--- src/rtl/keypad_event_fifo.sv ---
// Debounces raw keypad scan codes into single key-press events and buffers
// the accepted hex values in a show-ahead FIFO drained by valid/ready.
module keypad_event_fifo #(
  parameter int PRESS_CYCLES   = 3,
  parameter int RELEASE_CYCLES = 3,
  parameter int DEPTH          = 4,
  parameter int CNT_W          = 24
) (
  input  logic       clk,
  input  logic       reset,
  input  logic [4:0] scan_code,
  output logic [3:0] key_code,
  output logic       key_valid,
  input  logic       key_ready,
  output logic       fifo_full,
  output logic       overflow,
  output logic       held
);

  localparam int AW = $clog2(DEPTH);

  localparam logic [1:0] IDLE         = 2'd0;
  localparam logic [1:0] PRESS_WAIT   = 2'd1;
  localparam logic [1:0] HELD         = 2'd2;
  localparam logic [1:0] RELEASE_WAIT = 2'd3;

  localparam logic [CNT_W-1:0] CNT_ONE     = CNT_W'(1);
  localparam logic [CNT_W-1:0] CNT_PRESS   = CNT_W'(PRESS_CYCLES);
  localparam logic [CNT_W-1:0] CNT_RELEASE = CNT_W'(RELEASE_CYCLES);
  localparam logic [AW:0]      COUNT_FULL  = (AW+1)'(DEPTH);
  localparam logic [AW:0]      COUNT_ONE   = (AW+1)'(1);
  localparam logic [AW-1:0]    PTR_ONE     = AW'(1);

  logic [1:0]       state_r, state_s;
  logic [CNT_W-1:0] cnt_r, cnt_s;
  logic [3:0]       cand_r, cand_s;
  logic             push_s;

  logic [3:0]       mem_r [DEPTH];
  logic [AW-1:0]    wr_ptr_r, rd_ptr_r;
  logic [AW:0]      count_r;
  logic             overflow_r;
  logic             pop_s, full_s, do_push_s;

  logic             idle_s;
  logic [CNT_W-1:0] cnt_inc_s;

  assign idle_s    = scan_code[4];
  assign cnt_inc_s = cnt_r + CNT_ONE;

  // Debounce FSM next-state, counter and candidate logic.
  always_comb begin
    state_s = state_r;
    cnt_s   = cnt_r;
    cand_s  = cand_r;
    push_s  = 1'b0;
    case (state_r)
      IDLE: begin
        if (!idle_s) begin
          state_s = PRESS_WAIT;
          cand_s  = scan_code[3:0];
          cnt_s   = CNT_ONE;
        end else begin
          state_s = IDLE;
        end
      end
      PRESS_WAIT: begin
        if (idle_s) begin
          state_s = IDLE;
          cnt_s   = '0;
        end else if (scan_code[3:0] != cand_r) begin
          cand_s = scan_code[3:0];
          cnt_s  = CNT_ONE;
        end else if (cnt_inc_s == CNT_PRESS) begin
          push_s  = 1'b1;
          state_s = HELD;
          cnt_s   = '0;
        end else begin
          cnt_s = cnt_inc_s;
        end
      end
      HELD: begin
        if (idle_s) begin
          state_s = RELEASE_WAIT;
          cnt_s   = CNT_ONE;
        end else begin
          state_s = HELD;
        end
      end
      RELEASE_WAIT: begin
        if (!idle_s) begin
          // Release bounce: fall back without generating an event.
          state_s = HELD;
          cnt_s   = '0;
        end else if (cnt_inc_s == CNT_RELEASE) begin
          state_s = IDLE;
          cnt_s   = '0;
        end else begin
          cnt_s = cnt_inc_s;
        end
      end
      default: begin
        state_s = IDLE;
        cnt_s   = '0;
      end
    endcase
  end

  // Debounce FSM state registers.
  always_ff @(posedge clk) begin
    if (reset) begin
      state_r <= IDLE;
      cnt_r   <= '0;
      cand_r  <= 4'h0;
    end else begin
      state_r <= state_s;
      cnt_r   <= cnt_s;
      cand_r  <= cand_s;
    end
  end

  // A push into a full FIFO still lands when the head is popped on the same edge.
  assign full_s    = (count_r == COUNT_FULL);
  assign pop_s     = (count_r != '0) & key_ready;
  assign do_push_s = push_s & (~full_s | pop_s);

  // FIFO storage, pointers, occupancy and sticky overflow flag.
  always_ff @(posedge clk) begin
    if (reset) begin
      for (int i = 0; i < DEPTH; i++) begin
        mem_r[i] <= 4'h0;
      end
      wr_ptr_r   <= '0;
      rd_ptr_r   <= '0;
      count_r    <= '0;
      overflow_r <= 1'b0;
    end else begin
      if (do_push_s) begin
        mem_r[wr_ptr_r] <= cand_r;
        wr_ptr_r        <= wr_ptr_r + PTR_ONE;
      end
      if (pop_s) begin
        rd_ptr_r <= rd_ptr_r + PTR_ONE;
      end
      case ({do_push_s, pop_s})
        2'b10:   count_r <= count_r + COUNT_ONE;
        2'b01:   count_r <= count_r - COUNT_ONE;
        default: count_r <= count_r;
      endcase
      if (push_s && full_s && !pop_s) begin
        overflow_r <= 1'b1;
      end
    end
  end

  assign key_code  = mem_r[rd_ptr_r];
  assign key_valid = (count_r != '0);
  assign fifo_full = full_s;
  assign overflow  = overflow_r;
  assign held      = (state_r == HELD) || (state_r == RELEASE_WAIT);

endmodule

--- config.mk ---
export PLATFORM = sky130hd
export DESIGN_NAME = keypad_event_fifo
export DESIGN_NICKNAME = d
export VERILOG_FILES = /design/src/rtl/keypad_event_fifo.sv
export SDC_FILE = /design/constraint.sdc
export NUM_CORES = 1
export LEC_CHECK = 0
export CAP_MARGIN = 40
export CORE_MARGIN = 3
export CORE_UTILIZATION = 60
export DETAILED_ROUTE_END_ITERATION = 7
export GPL_TIMING_DRIVEN = 0
export PLACE_DENSITY_LB_ADDON = 0.12
export SYNTH_ARGS = -nofsm -noshare
export SYNTH_HDL_FRONTEND = slang
export SYNTH_SLANG_ARGS = --single-unit
--- constraint.sdc ---
create_clock -name clk -period 4.91 [get_ports clk]
set_input_delay 0.982 -clock clk [delete_from_list [all_inputs] [get_ports clk]]
set_output_delay 0.982 -clock clk [all_outputs]
set_load 0.1 [all_outputs]
==> out/results.ini, run 1 <==
[power_and_ir_drop]
power_per_cell_area_mw_per_mm2 = 315.4
p_leak_nw = 1.286
vdd_ir_drop_max_uv = 381.5
report.power.total_mw = 1.161

[yosys]
yosysSeqAreaShare_pct = 39.63
synth_top_family_by_area = simple AND/OR/NAND/NOR gates
muxShareOfSynthArea_pct = 6.076
synth_fp_nets = 387
synth_edf_count = 16
yosysUniqueCellTypes = 55
synthCells = 376
synth-xor-area-share_pct = 6.231
synth_top_area_cell = dfxtp_1
synthMostInstantiatedCell = nand2_1
postSynth.asyncResetShare_pct = 0
synthTopCellsByCount = nand2_1, dfxtp_1, nor2_1
synth-simple-area-share_pct = 29.14
synthAdderAreaFrac_pct = 1.393
synth_compound_area_share_pct = 12.15
synth_seq_cells = 56
synthFlopType = dfxtp_1
synth_top_area_share_pct = 24.77
synthesis.area_mm2 = 0.003233
synth.area.top_cells = dfxtp_1, edfxtp_1, nand2_1
avgSynthCellArea_um2 = 8.599
ys_warn_count = 0

[sta]
maxSlewViolCount = 0
final-hold-violation-count = 0
skew_ns = 0.003313
setup_viol = 0
fin_ws_ns = 0.7962
timing.final.crit_share_pct = 83.78
slew-limit-headroom_pct = 47.74
grt_setup_unrepaired = false
fmax_mhz = 243.1
worstMarginPinSlew_ns = 0.7767
tns_ns = 0
min_period_ns = 4.114

[routing]
vias = 2791
post_drt_wl_per_cell_um = 15.05
routed_wl_um = 7179
firstDrtPassIters = 5
via_per_inst = 5.851
drt-initial-drc-count = 162
ant_nets = 0
drc = 0

[placement]
gp_congestion = 0.8604
io_buffers = 15
pre_cts_slack_ns = 0.8322
dp_hpwl_um = 5325

[clocking]
clock_sinks = 56
numCtsBuffers = 5
clock_path_buffers = 2
post_cts_buffers = 0
ctsResizeCount = 0
cts.hold.buffers_added = 0
clk_pin_slew_ns = 0.10
clock_latency_ns = 0.32
h-tree-depth = 2
cts_tree = done
root_buffer = clkbuf_8

[critical_path]
path_class = reg -> reg
cp-start-kind = flip-flop
crit_arrival_ns = 4.34
required_ns = 5.13
r2r_cells = 11
cp_max_fo = 10
worstSetupEndpointType = flip-flop

[job]
maxCapViolations = 0

[global_route]
grt_pass1_vias = 2567
grt_antenna_before_repair = 0
grt_use_total_pct = 24.86
grt_overflow = 0
grt_pass1_wl_um = 12240
grt_max_degree = 19

[status]
status = finished, final reports clean

[final_layout]
fillers = 395
diodes = 0
final_nets = 417
utilization_pct = 71.19
syn_to_final_growth_pct = 13.89
drive_above_1_share_pct = 11.30

[floorplan]
ios = 16
die_w_um = 79.41
die_h_um = 79.41
die_area_mm2 = 0.006305
start_util_pct = 62.51
coreArea_mm2 = 0.005172
rows = 26

[min_path]
min_path_type = reg -> reg
whs_path_depth = 2

[worst paths after layout]
| check | start | endpoint | slack [ns] |
|---|---|---|---|
| max | cnt_r[0] | cnt_r[19] | 0.80 |
| min | cnt_r[6] | cnt_r[6] | 0.49 |
| max reg2reg | cnt_r[0] | cnt_r[19] | 0.80 |
| min reg2reg | cnt_r[6] | cnt_r[6] | 0.49 |
[layout by cell type, fill, tap and decap left out, types with 3 or more instances in the layout]
cell type	netlist	layout
or4_1	4	4
nor2_1	32	32
mux2_4	3	3
xor2_1	4	4
or3_1	12	12
nand3_1	15	15
clkbuf_8	0	5
clkbuf_1	17	17
o21ai_0	17	17
nand4_1	9	9
buf_2	9	9
mux4_2	4	4
nand2_1	48	48
clkdlybuf4s50_1	0	15
and3_1	12	12
edfxtp_1	16	16
and4_1	3	3
a21o_1	4	4
and2_1	9	9
o31ai_1	4	4
xnor2_1	19	19
or2_2	3	3
nor2b_1	4	4
a21oi_1	16	16
nor3_1	9	9
buf_8	0	8
mux2i_1	5	5
a31o_2	3	3
nor4_1	6	6
inv_1	14	14
o311ai_0	3	3
dfxtp_1	40	40
nor3b_1	3	3
[per-layer routing]
metal | wire length [µm] | track usage [%] | vias to the layer above
li1 | - | - | 1395
met3 | 402 | 4.740 | 11
met1 | 3318 | 35.09 | 1310
met4 | 101 | 6.529 | 0
met2 | 3357 | 39.23 | 75
met5 | 0 | 0 | -
[state kept, by name (all words and copies together), names as in the netlist, named ones only]
register and count:
cnt_r 24, mem_r 16, cand_r 4, count_r 3
rd_ptr_r 2, wr_ptr_r 2, overflow 1, state_r 1
[critical path, stage by stage (launching register included)]
cell	delay, ns
dfxtp_1	0.48
ha_1	0.34
nand4_2	0.25
or3_1	0.41
clkbuf_1	0.17
o31ai_1	0.41
and4_1	0.30
nand2_1	0.19
o31ai_1	0.72
clkbuf_1	0.48
a21oi_1	0.09
a21o_1	0.18
[cells by family after synthesis]
group	count (synthesis)
adder cells (fa/ha/maj)	3
flip-flops	56
XOR/XNOR	23
multiplexers	13
buffers and inverters	42
AND/OR/NAND/NOR	178
AO/OA/AOI/OAI	61
[cell type report]
| cell class | count | area, µm² | area share [%] |
|---|---|---|---|
| multi-input cells | 278 | 1778 | 48.28 |
| flip-flops and latches | 56 | 1281 | 34.79 |
| clock buffers | 5 | 68.82 | 1.869 |
| clock inverters | 3 | 22.52 | 0.6116 |
| inverters | 14 | 52.55 | 1.427 |
| plain buffers | 28 | 121.4 | 3.296 |
| repair buffers | 23 | 270.3 | 7.339 |
| well taps | 70 | 87.58 | 2.379 |
[per-stage QoR]
step                hold slack, ns  std cells  area [µm²]
global route                0.5109        477        3682
detailed placement          0.4657        469        3591
CTS                         0.4783        477        3682
global placement            0.4477        461        3471
finish                      0.4876        477        3682
floorplan                   0.4361        376        3233
[power breakdown]
part	leakage (nW)	total [mW]	internal, mW	switching (mW)
sequential	0.489	0.523	0.498	0.0254
clock	0.0485	0.261	0.103	0.158
combinational	0.748	0.377	0.155	0.223
No activity file was read; power rests on OpenSTA's default activity.
==> run 2, diff against run 1 <==
==> constraint.sdc (replaced) <==
create_clock -name clk -period 4.3 [get_ports clk]
set_input_delay 0.86 -clock clk [delete_from_list [all_inputs] [get_ports clk]]
set_output_delay 0.86 -clock clk [all_outputs]
set_load 0.1 [all_outputs]
==> run 2 against run 1 <==
  * Count of clock-buffer cells in the layout is the same
  * Design area grew 0.41%
  * Global-route usage is the same
  * First-iteration DRC count grew 6.2%
  * Worst hold slack is essentially flat
  * Die area is the same
  * Critical endpoint is now count_r[2]
==> out/results.ini, run 2 (same netlist as run 1, synthesis figures left out) <==
[status]
status = finished, final reports clean

[final_layout]
top_regs = cnt_r x24, mem_r x16, cand_r x4
syn_to_final_growth_pct = 14.36
drive_above_1_share_pct = 12.04  ; +0.74 points
most-common-layout-cells = nand2_1, dfxtp_1, nor2_1
layout_commonest_cell = nand2_1
regMostFlops = cnt_r
utilization_pct = 71.48  ; +0.29 points
final_nets = 417  ; unchanged
largest_reg_flops = 24  ; unchanged
final_cells = 477  ; unchanged
diodes = 0  ; unchanged
fillers = 393  ; -0.51%

[floorplan]
die_w_um = 79.41  ; unchanged
die_area_mm2 = 0.006305  ; unchanged
ios = 16  ; unchanged
start_util_pct = 62.51  ; unchanged
rows = 26  ; unchanged
coreArea_mm2 = 0.005172  ; unchanged
die_h_um = 79.41  ; unchanged

[global_route]
grt_util_met2_pct = 39.23  ; unchanged
grtUsageMet3_pct = 4.740  ; unchanged
grt_pass1_vias = 2567  ; unchanged
grt_max_degree = 19  ; unchanged
grt_use_total_pct = 24.86  ; unchanged
busiest_layer = met2
grt_overflow = 0  ; unchanged
met1_usage_pct = 35.09  ; unchanged
grt_pass1_wl_um = 12240  ; unchanged
grt_antenna_before_repair = 0  ; unchanged

[clocking]
clock_latency_ns = 0.31  ; about the same
root_buffer = clkbuf_8
h-tree-depth = 2  ; unchanged
cts_tree = done
ctsResizeCount = 0  ; unchanged
post_cts_buffers = 0  ; unchanged
cts.hold.buffers_added = 0  ; unchanged
clock_path_buffers = 2  ; unchanged
clk_pin_slew_ns = 0.10  ; about the same
clock_sinks = 56  ; unchanged
numCtsBuffers = 5  ; unchanged

[sta]
final-hold-violation-count = 0  ; unchanged
worstMarginPinSlew_ns = 0.8025  ; +0.02582 ns
maxSlewViolCount = 0  ; unchanged
min_period_ns = 4.069  ; -0.04453 ns
grt_setup_unrepaired = false
skew_ns = 0.004764  ; +0.001451 ns
setup_viol = 0  ; unchanged
fmax_mhz = 245.7  ; +1.1%
slew-limit-headroom_pct = 46.01  ; -1.7 points
tns_ns = 0  ; unchanged
timing.final.crit_share_pct = 94.64  ; +11 points

[placement]
dp_hpwl_um = 5325  ; unchanged
gp_congestion = 0.8604  ; unchanged
placed_cells = 469  ; unchanged
io_buffers = 15  ; unchanged

[routing]
via_per_inst = 5.841  ; -0.18%
drt-initial-drc-count = 172  ; +6.2%
ant_nets = 0  ; unchanged
vias = 2786  ; -0.18%
routed_wl_um = 7210  ; +0.43%
firstDrtPassIters = 4  ; -1
post_drt_wl_per_cell_um = 15.12  ; +0.43%
drc = 0  ; unchanged

[critical_path]
cpPeakStageDelay_ns = 0.63  ; -0.09 ns
critPathSlowestCell = or4_1
cp-start-kind = flip-flop
required_ns = 4.51  ; -0.62 ns
crit_family = simple AND/OR/NAND/NOR gates
path_buf_inv = 1  ; -1
cp_cell_sequence = ha_1, nand4_2, or3_1, clkbuf_1, o21a_1, nor3b_1, nand4_4, or4_1, nand2_1, fa_1, nand2_1, mux2i_1, mux2_2
crit_arrival_ns = 4.28  ; -0.06 ns
worstSetupEndpointType = flip-flop
path_class = reg -> reg
cpMostUsedCell = nand2_1
cp_max_fo = 9  ; -1

[power_and_ir_drop]
power_per_cell_area_mw_per_mm2 = 357.3  ; +13%
p_leak_nw = 1.287  ; about the same
vdd_ir_drop_max_uv = 434.9  ; +14%

[job]
maxCapViolations = 0  ; unchanged

[min_path]
min_path_type = reg -> reg

run 2: changes by cell type in the layout (fill, tap and decap cells not counted):
cell     change
nor3_2       +1
o31ai_1      -2
nor3_1       -1
o31ai_2      +2
run 2: per-stage QoR:
stage	hold slack, ns	worst slack [ns]	power (mW)	area (µm²)
4_1_cts	0.4783	0.1566	1.334	3682
3_3_place_gp	0.4477	0.2123	0.9607	3471
2_1_floorplan	0.4361	0.7579	0.8949	3233
5_1_grt	0.5109	0.03748	1.380	3697
3_5_place_dp	0.4657	0.2222	1.041	3591
6_report	0.4874	0.2307	1.321	3697
run 2: power by group:
group          switching, mW  internal [mW]  total, mW  leakage (nW)
logic                  0.254          0.176      0.431         0.749
registers             0.0292          0.568      0.598         0.489
clock network          0.176          0.117      0.293        0.0485
total                  0.459          0.862       1.32          1.29
run 2: path summary, 6_finish.rpt:
check	startpoint	to	slack (ns)	cells past startpoint
setup / recovery	cnt_r[0]	count_r[2]	0.23	13
hold / removal	cnt_r[6]	cnt_r[6]	0.49	2
setup reg to reg	cnt_r[0]	count_r[2]	0.23	13
hold reg to reg	cnt_r[6]	cnt_r[6]	0.49	2
run 2: layer usage:
| layer | vias up | routed length [µm] |
|---|---|---|
| met2 | 59 | 3322 |
| li1 | 1393 | - |
| met1 | 1323 | 3512 |
| met5 | - | 0 |
| met4 | 0 | 108 |
| met3 | 11 | 266 |
run 2: worst reg2reg max path, cell delays in order, from the launching register on:
cell      delay, ns
dfxtp_1        0.48
ha_1           0.34
nand4_2        0.26
or3_1          0.42
clkbuf_1       0.19
o21a_1         0.25
nor3b_1        0.36
nand4_4        0.22
or4_1          0.63
nand2_1        0.11
fa_1           0.18
nand2_1        0.05
mux2i_1        0.14
mux2_2         0.34
run 2: layout make-up:
type                       instances  area [µm²]  area share, %
inverter                          14       52.55          1.421
timing repair buffer              23       270.3          7.310
tap                               70       87.58          2.369
buffer                            28       121.4          3.283
clock inverter                     3       22.52         0.6091
multi-input combinational        278        1793          48.49
sequential                        56        1281          34.65
clock buffer                       5       68.82          1.861
